## src/rtl/pipeline_stage_ctrl_pkg.sv

```systemverilog
// pipeline_stage_ctrl_pkg: FSM state encodings and STAGES legality helper for the pipeline controller
package pipeline_stage_ctrl_pkg;
  typedef enum logic [1:0] {ST_RUN = 2'd0, ST_DRAIN = 2'd1, ST_HALTED = 2'd2} state_t;
  function automatic bit stages_legal(input int s);
    return s >= 2 && s <= 16;
  endfunction
endpackage

```

## src/rtl/pipe_sat_counter.sv

```systemverilog
// pipe_sat_counter: CNT_W-bit event counter that saturates at all-ones, cleared by sync reset
module pipe_sat_counter #(
  parameter int CNT_W = 32
) (
  input  logic             clk,
  input  logic             reset,
  input  logic             inc,
  output logic [CNT_W-1:0] count
);
  always_ff @(posedge clk)
    count <= reset ? '0 : (inc && !(&count)) ? count + CNT_W'(1) : count;
endmodule

```

## src/rtl/pipeline_stage_ctrl.sv

```systemverilog
// pipeline_stage_ctrl: per-stage valid/enable control with stall, flush, halt/drain/resume (PIPE_CTRL_PERF_EN adds counters)
module pipeline_stage_ctrl
  import pipeline_stage_ctrl_pkg::*;
#(
  parameter int STAGES = 5,
  parameter int CNT_W  = 32
) (
  input  logic              clk,
  input  logic              reset,
  input  logic              ena,
  input  logic [STAGES-1:0] stall_req,
  input  logic [STAGES-1:0] flush_req,
  input  logic              halt_req,
  input  logic              resume,
  output logic [STAGES-1:0] stage_ena,
  output logic [STAGES-1:0] stage_valid,
  output logic              pipe_empty,
  output logic              halted,
  output logic [CNT_W-1:0]  stall_cycles,
  output logic [CNT_W-1:0]  bubble_count,
  output logic [CNT_W-1:0]  flush_count
);
  state_t state, nxt_state;
  logic [STAGES-1:0] hold, kill, nxt_valid;
  logic fetch_go;
  if (!stages_legal(STAGES)) begin : g_bad_stages
    $error("pipeline_stage_ctrl: STAGES must be 2..16");
  end
  assign fetch_go = ena & (state == ST_RUN);
  for (genvar k = 0; k < STAGES; k++) begin : g_stage
    assign hold[k] = |stall_req[STAGES-1:k];
    if (k == STAGES - 1) begin : g_last
      assign kill[k] = 1'b0;
    end else begin : g_mid
      assign kill[k] = |flush_req[STAGES-1:k+1];
    end
    if (k == 0) begin : g_first
      assign nxt_valid[k] = ~kill[k] & (hold[k] ? stage_valid[k] : fetch_go);
    end else begin : g_rest
      assign nxt_valid[k] = ~kill[k] & (hold[k] ? stage_valid[k] : ~hold[k-1] & stage_valid[k-1]);
    end
  end
  assign stage_ena  = ~hold;
  assign pipe_empty = ~|stage_valid;
  assign halted     = state == ST_HALTED;
  always_ff @(posedge clk) begin
    stage_valid <= reset ? '0 : nxt_valid;
    state       <= reset ? ST_RUN : nxt_state;
  end
  always_comb begin
    nxt_state = state;
    nxt_state = state == ST_RUN   ? (halt_req   ? ST_DRAIN  : ST_RUN)
              : state == ST_DRAIN ? (pipe_empty ? ST_HALTED : ST_DRAIN)
              : (resume ? ST_RUN : ST_HALTED);
  end
`ifdef PIPE_CTRL_PERF_EN
  logic bubble;
  assign bubble = |(~hold[STAGES-1:1] & hold[STAGES-2:0] & ~kill[STAGES-1:1]);
  pipe_sat_counter #(.CNT_W(CNT_W)) u_stall (.clk(clk), .reset(reset), .inc(|stall_req), .count(stall_cycles));
  pipe_sat_counter #(.CNT_W(CNT_W)) u_bubble (.clk(clk), .reset(reset), .inc(bubble), .count(bubble_count));
  pipe_sat_counter #(.CNT_W(CNT_W)) u_flush (.clk(clk), .reset(reset), .inc(|flush_req), .count(flush_count));
`else
  assign stall_cycles = '0;
  assign bubble_count = '0;
  assign flush_count  = '0;
`endif
endmodule

```

## config.mk

```make
export PLATFORM = sky130hd
export DESIGN_NAME = pipeline_stage_ctrl
export DESIGN_NICKNAME = d
export VERILOG_FILES = /design/src/rtl/pipeline_stage_ctrl_pkg.sv /design/src/rtl/pipe_sat_counter.sv /design/src/rtl/pipeline_stage_ctrl.sv
export SDC_FILE = /design/constraint.sdc
export NUM_CORES = 1
export LEC_CHECK = 0
export ABC_CLOCK_PERIOD_IN_PS = 1930
export CELL_PAD_IN_SITES_DETAIL_PLACEMENT = 1
export CELL_PAD_IN_SITES_GLOBAL_PLACEMENT = 1
export CORE_UTILIZATION = 18
export DETAILED_ROUTE_END_ITERATION = 10
export PLACE_DENSITY_LB_ADDON = 0.3
export SYNTH_ARGS = -nofsm -noshare
export SYNTH_HDL_FRONTEND = slang
export SYNTH_HIERARCHICAL = 1
export SYNTH_SLANG_ARGS = --single-unit
```

## constraint.sdc

```tcl
create_clock -name clk -period 1.93 [get_ports clk]
set_clock_uncertainty 0.2 [all_clocks]
set_input_delay 0.193 -clock clk [delete_from_list [all_inputs] [get_ports clk]]
set_output_delay 0.193 -clock clk [all_outputs]
set_load 0.005 [all_outputs]
```

# Word level (Yosys, flattened, before mapping)
# Cells that the tools add are included.
word_totals:
  ff_bits: 7
  input_bits: 15
  output_inout_bits: 108
  elab_cells: 42
op_classes:
  n_eq_ne: 2
  mux: 9
  bitwise_logic: 18
  n_reduce_logical: 10
op_table:
  columns: ["op", "count"]
  rows:
  - ["$reduce_or 5->1", 2]
  - ["$and 1x1->1", 9]
  - ["$mux 2", 4]
  - ["$not 1->1", 8]
  - ["$reduce_or 4->1", 2]
  - ["$reduce_or 3->1", 2]
  - ["$mux 1", 5]
  - ["$not 5->5", 1]
  - ["$reduce_or 2->1", 2]
  - ["$eq 2x1->1 const B", 1]
  - ["$eq 2x2->1 const B", 1]
  - ["$logic_not 2->1", 1]
  - ["$logic_not 1->1", 1]

# Depth between registers and ports, before layout
depth:
  word_depth: 5
  depth_mapped: 4
  mapped_depth_nobuf: 4

# Least setup slack after synthesis
# No wires, ideal clock.
synth_timing:
  kind: "reg2reg"
  startpoint: "reg stage_valid[4]"
  endpoint: "reg state[0]"
  setup_ns: 0.139
  arrival_ns: 1.030
  t_required_ns: 1.591
  setup_slack_ns: 0.562
  path_stages_with_launch: 4
  n_path_buf: 0
  synth_period_minus_slack_ns: 1.368
  path_cell_list: "dfxtp_1 or3_1 nor3_1 a2111oi_0"
synth_via:
  elab_chain_len: 4
synth_rtl:
  columns: ["item", "line", "text"]
  rows:
  - ["start, declared", "pipeline_stage_ctrl.sv:16", "output logic [STAGES-1:0] stage_valid,"]
  - ["start signal, assigned", "pipeline_stage_ctrl.sv:47", "stage_valid <= reset ? '0 : nxt_valid;"]
  - ["$reduce_or 5->1", "pipeline_stage_ctrl.sv:44", "assign pipe_empty = ~|stage_valid;"]
  - ["$mux 2 (2 in series)", "pipeline_stage_ctrl.sv:53", ": state == ST_DRAIN ? (pipe_empty ? ST_HALTED : ST_DRAIN)"]
  - ["$mux 2", "pipeline_stage_ctrl.sv:52", "nxt_state = state == ST_RUN ? (halt_req ? ST_DRAIN : ST_RUN)"]
  - ["end signal, assigned", "pipeline_stage_ctrl.sv:48", "state <= reset ? ST_RUN : nxt_state;"]
  - ["end, declared", "pipeline_stage_ctrl.sv:23", "state_t state, nxt_state;"]
# Every way passes these cells.
# A chain may end at the register's enable or synchronous reset.

# Final worst setup path
layout_timing:
  startpoint: "in stall_req[2]"
  endpoint: "out stage_ena[0]"
layout_via:
  elab_chain_len: 2
layout_rtl:
  columns: ["item", "line", "text"]
  rows:
  - ["start, declared", "pipeline_stage_ctrl.sv:11", "input logic [STAGES-1:0] stall_req,"]
  - ["$reduce_or 5->1", "pipeline_stage_ctrl.sv:31", "assign hold[k] = |stall_req[STAGES-1:k];"]
  - ["$not 5->5", "pipeline_stage_ctrl.sv:43", "assign stage_ena = ~hold;"]
  - ["end, declared", "pipeline_stage_ctrl.sv:15", "output logic [STAGES-1:0] stage_ena,"]
# Every way passes these cells.

==> impl_results.md <==
* Result of the run: completed
* Register-to-register setup slack at 0.54 ns
* Cell with the most instances after synthesis: buf_4
* Effective utilization at floorplan at 18.9%
* Data arrival time of the critical path at 1.48 ns
* Initial DRC count at 24
* Initial antenna violation count at 0
* TritonCTS clock tree: built
* Boundary pin count at 123
* Area of placed instances at 1110 um^2
* Detail-routed net length per standard cell at 7.73 um
* Clock buffers created by TritonCTS at 3
* Clock latency at the later pin of the worst-skew pair at 0.23 ns
* Startpoint Class: input port
* Final hold slack at 0.183 ns
* Worst-case reg-to-reg path depth at 3
* Top cells by instance count after synthesis: buf_4 (96), dfxtp_1 (7), nor2_1 (4)
* Shortest clock period the worst path allows after layout at 1.87 ns
* Startpoint of the worst register-to-register path: stage_valid[2]$_SDFF_PP0_
* Max Transition Viols Final at 0
* Achievable clock frequency at 0.535 GHz
* Post-synthesis async set-or-reset flop share at 0%
* Diode count at 0
* Number of maximum-capacitance constraint violations at 0
* Avg Vias per Cell at 2.85
* Remaining global-route overflow at 0
* Via count of the first global-routing pass at 567
* Unique masters post-synth at 23
* IR Drop Worst-Case VDD at 167 uV
* Clk sinks at 7
* Cell accounting for the most synthesized area: buf_4
* Share of the synthesized area in the top cell type at 67.8%
* Total routing usage reported by global routing at 5.71%
* Worst Path Required at 1.54 ns
* Category of the most critical setup path: in -> out
* Buf/Inv on CP at 3
* Largest delay contributor family on the critical path: buffers and inverters
* Weighted congestion at the end of routability-driven global placement at 0.659
* Area of the core region at 5610 um^2
* First-pass GRT wire length at 2.70 mm
* R2r endpoint: state[1]$_SDFF_PP0_
* Syn Area/Cell at 7.87 um^2
* Seq/Total Area, Yosys at 13.2%
* Delay of the slowest cell on the worst path at 0.52 ns
* Largest fanout on the critical path at 2
* Synthesized flop and latch total at 7
* Post-route cell area at 1180 um^2
* Aggregate routed wire length at 1.90 mm
* Maximum number of pins on one net before global-route repair at 6
* Combined area of all synthesized cells at 1060 um^2
* Cell types occupying the most area after synthesis: buf_4 (68%), dfxtp_1 (13%), nand3b_1 (2.1%)
* Crit-path slowest cell: or4_4
* Via count of the routed design at 701
* Chain of cells forming the critical path: clkdlybuf4s50_1 -> or4_4 -> buf_6 -> nor2_4 -> buf_2
* Y dimension of the die at 78.8 um
* DRC violations left at 0
* Final period utilization at 96.8%
* Fraction of layout cells with a size suffix above 1 at 11.5%
* Hold crit path type: in -> reg
* Antenna-violating nets left at 0
* Clock Root Buffer: clkbuf_8
* WHS Endpoint: stage_valid[2]$_SDFF_PP0_
* Synthesized instance count at 135
* Count of cells along the worst hold path at 4
* Number of nets in the layout at 190
* Number of buffers inserted by port buffering at 25
* CTS Hold Bufs at 0
* Count of endpoints failing hold in the final timing report at 0
* Power density normalized to cell area at 404 nW/um^2
* Yosys warnings at 6
* Count of endpoints failing setup in the final report at 0
* Dominant register cell in the synthesized netlist: dfxtp_1
* Number of flops mapped to enable cells by yosys at 0
* Die ar. at 6210 um^2
* CTS H-tree lvls at 1
* Hold_sp: stall_req[1]
* Number of rows created at floorplan at 27
* Synth-to-Final Area Change at 11.5%
* Placed wire-length estimate after detailed placement at 1.69 mm
* Setup repair after global routing missed its margin: no
* Die boundary width at 78.8 um
* Leakage power at 0.638 nW
* Maximum buffer depth of the clock tree at 2
* Clock transition at path regs at 0.04 ns
* CP Capture Type: output port
* DRT Pass-1 Iters at 4
[per-layer routing]
layer / global-route usage (%) / vias up / part of all wire, %
met3: 1.95 / 5 / 14
li1: - / 318 / -
met4: 3.82 / 0 / 2.6
met2: 8.87 / 74 / 46
met1: 6.60 / 304 / 37
met5: 0 / - / 0
[cells by family (layout without fill, tap and decap cells)]
kind of cell,Yosys count,count (layout),synth area share [%]
buf+inv,99,43,69.0
simple gates,20,20,11.5
flops,7,7,13.2
compound gates,6,6,4.01
mux,2,2,1.88
other cells,1,96,0.353
[layout by cell type, fill, tap and decap left out]
master	synthesis	routed
conb_1	1	96
clkdlybuf4s50_1	0	19
buf_4	96	10
dfxtp_1	7	7
nor2_1	4	4
nand3b_1	3	3
clkbuf_8	0	3
dlymetal6s2s_1	0	3
nor3_2	0	2
inv_1	2	2
nor2b_1	2	2
mux2i_1	2	2
nor4_1	2	2
nand2_1	2	2
dlygate4sd2_1	0	2
or4_4	1	1
clkinv_2	1	1
nor2_4	0	1
or3_1	1	1
a21boi_1	1	1
a22oi_1	1	1
o21ai_0	1	1
a211oi_1	1	1
or4b_1	1	1
o22ai_1	1	1
a2111oi_0	1	1
nor4b_1	1	1
clkbuf_1	0	1
buf_2	0	1
buf_6	0	1
[power breakdown]
group          leakage (nW)  switching [mW]  internal (mW)
logic                 0.559          0.0679         0.0491
clock network        0.0228          0.0651          0.143
registers            0.0568         0.00480          0.149
[what timing repair did]
action | CTS | global route
pin swaps | 1 | 1
gates resized for setup | 10 | 3
setup endpoints to repair | 4 | 2
buffers inserted | 1 | 0
[worst min-delay path, cell delays in order]
cell and delay [ns]:
dlymetal6s2s_1 0.10, nor2b_1 0.06, mux2i_1 0.14, nor4_1 0.06
[cell type report]
| cell class | instances | area, um^2 |
|---|---|---|
| timing repair buffer | 36 | 337 |
| fill | 703 | 4420 |
| tap | 72 | 90.1 |
| multi-input combinational | 124 | 561 |
| inverter | 3 | 12.5 |
| clock buffer | 4 | 45.0 |
| sequential | 7 | 140 |
[per-stage QoR]
| step | cells | utilization (%) | setup slack [ns] | TNS, ns | power [mW] |
|---|---|---|---|---|---|
| 4_1_cts | 246 | 21.0 | 0.00457 | 0 | 0.484 |
| 3_5_place_dp | 241 | 19.9 | -0.311 | -0.591 | 0.269 |
| 6_report | 246 | 21.1 | 0.0611 | 0 | 0.479 |
| 2_1_floorplan | 230 | - | 0.562 | 0 | 0.352 |
| 5_1_grt | 246 | 21.1 | 0.0168 | 0 | 0.514 |
| 3_3_place_gp | 241 | 19.9 | -0.307 | -0.620 | 0.268 |
[worst max path at each step]
stage,startpoint,depth (start not counted),slack (ns),endpoint
final,stall_req[2],5,0.06,stage_ena[0]
after floorplan,stage_valid[4]$_SDFFE_PP0N_,3,0.56,state[0]$_SDFF_PP0_
after detailed placement,stall_req[4],4,-0.31,stage_ena[0]
after global routing,stall_req[2],5,0.02,stage_ena[0]
after CTS,stall_req[3],5,0.005,stage_ena[0]
after global placement,stall_req[4],4,-0.31,stage_ena[0]
[state kept, by name, summed over array words and instances, names as in the netlist]
register     flops
stage_valid      5
state            2
Note: power is estimated with default switching activity, not from simulation.
==> patch, RTL diff (same settings) <==
The parameter `STAGES` goes from 5 to 10.
--- a/src/rtl/pipeline_stage_ctrl.sv
+++ b/src/rtl/pipeline_stage_ctrl.sv
@@ -4,3 +4,3 @@
 #(
-  parameter int STAGES = 5,
+  parameter int STAGES = 10,
   parameter int CNT_W  = 32
Interface: changed (resized flush_req, stage_ena, stage_valid and stall_req); port bits go from 123 to 143. The function was not compared with the original's and may differ.
==> patch against the original RTL <==
- the flow now finishes with violations (negative setup slack)
- area after synthesis increased by 30%
- total power increased by 38%
- routed wire length increased by 91%
- critical path type is now reg -> out
- count of clock-buffer cells in the layout decreased by 1
- setup slack lost 0.082 ns
- sequential cell count increased by 5
- final area increased by 64%
- critical endpoint is now pipe_empty
==> patch: results (changes against the original RTL) <==
* Detailed-route vias per instance at 3.324 (was 2.850)
* Seq/Total Area, Yosys at 17.36% (was 13.19%)
* Crit path max fanout at 2 (unchanged)
* Root Driver: clkbuf_8 (unchanged)
* Port Buffers at 45 (was 25)
* TNS Setup at -0.02069 ns (was 0 ns)
* Hold_sp: stall_req[2] (was stall_req[1])
* Max VDD drop at 0.1312 mV (was 0.1672 mV)
* Placed Area at 0.001803 mm^2 (was 0.001114 mm^2)
* Nets at 283 (was 190)
* Worst-path clk slew at 0.05 ns
* Post-synth top cells: buf_4 (96), dfxtp_1 (12), nor2_1 (8), or4_1 (8) (was buf_4 (96), dfxtp_1 (7), nor2_1 (4), nand3b_1 (3))
* Number of synthesized flops with an enable pin at 0 (unchanged)
* DPL Wire Length at 3022 um (was 1695 um)
* Slowest stage delay, CP at 0.54 ns (was 0.52 ns)
* Setup Viol. Count Final at 1 (was 0)
* Total GRT Usage at 8.496% (was 5.707%)
* First-pass GRT wire length at 5133 um (was 2704 um)
* Library cells used by synthesis at 30 (was 23)
* Biggest regs: stage_valid: 10 flops, state: 2 flops (was stage_valid: 5 flops, state: 2 flops)
* Worst EP arrival at 1.56 ns (was 1.48 ns)
* Number of global-route vias before repair at 1043 (was 567)
* Vias after detailed routing at 1180 (was 701)
* Share of cells above drive strength 1 at 24.22% (was 11.49%)
* Synth async-reset ratio at 0% (unchanged)
* First drt pass iteration count at 5 (was 4)
* Top cells by area, synth: buf_4 (52%), dfxtp_1 (17%), or4_1 (4.3%) (was buf_4 (68%), dfxtp_1 (13%), nand3b_1 (2.1%))
* Top cell family by delay on the critical path: simple AND/OR/NAND/NOR gates (was buffers and inverters)
* Largest net degree at the start of global routing at 9 (was 6)
* Placed instance count at 345 (was 241)
* DR WL/cell at 10.21 um (was 7.728 um)
* Routability-driven placement congestion ratio at 0.7052 (was 0.6589)
* CP max stage cell: or4_4 (unchanged)
* Status: finished, violations left (was finished clean)
* DP Worst Slack at -0.5468 ns (was -0.3111 ns)
* Static Leak at 0.9281 nW (was 0.6384 nW)
* CP startpoint: stage_valid[2]$_SDFF_PP0_ (was stall_req[2])
* DR iter-0 viols at 13 (was 24)
* Failing checks: negative setup slack
* R2R Path Start: state[0]$_SDFF_PP0_ (was stage_valid[2]$_SDFF_PP0_)
* Post-Syn Instances at 176 (was 135)
* Worst setup margin at -0.02069 ns (was 0.06105 ns)
## patch: per-layer routing
layer	part of all wire (%)	global-route usage [%]
met1	41	10.05
met2	47	14.81
met3	11	1.645
met4	0.80	3.896
met5	0	0
## patch: kinds of logic after synthesis
group	Yosys count	share of synthesized area [%]
flip-flops	12	17.36
buffers and inverters	103	54.07
AO/OA/AOI/OAI	18	9.132
AND/OR/NAND/NOR	41	18.45
multiplexers	1	0.7234
other	1	0.2710
## patch: final cells by class
| cell class | count | area [um^2] |
|---|---|---|
| timing repair buffer | 81 | 694.4 |
| inverter | 4 | 15.01 |
| clock buffer | 3 | 41.29 |
| fill | 902 | 5393 |
| multi-input combinational | 156 | 822.0 |
| sequential | 12 | 241.5 |
| tap | 99 | 123.9 |
## patch: path summary, 6_finish.rpt
check                                                 end  slack [ns]  cells past startpoint
worst min register to register        state[0]$_SDFF_PP0_        0.29                      1
worst max-delay path                           pipe_empty       -0.02                      4
worst min-delay path            stage_valid[3]$_SDFF_PP0_        0.15                      3
worst max register to register  stage_valid[0]$_SDFF_PP0_        0.10                      3
## patch: report_power, final
group / internal, mW / switching (mW)
sequential: 0.252 / 0.00393
combinational: 0.0842 / 0.0940
clock: 0.137 / 0.0900
## patch: timing repair
item,4_1_cts,5_1_grt
setup endpoints to repair,13,5
gates resized for setup,44,10
cloned,0,0
pin swaps,9,3
setup buffers,7,1
## patch: worst reg2reg max path: cells and delay by family (launching register included)
family | cells | cell delay [ns]
and+or+nand+nor | 2 | 1.04
AOI/OAI and AO/OA | 1 | 0.18
DFF | 1 | 0.33
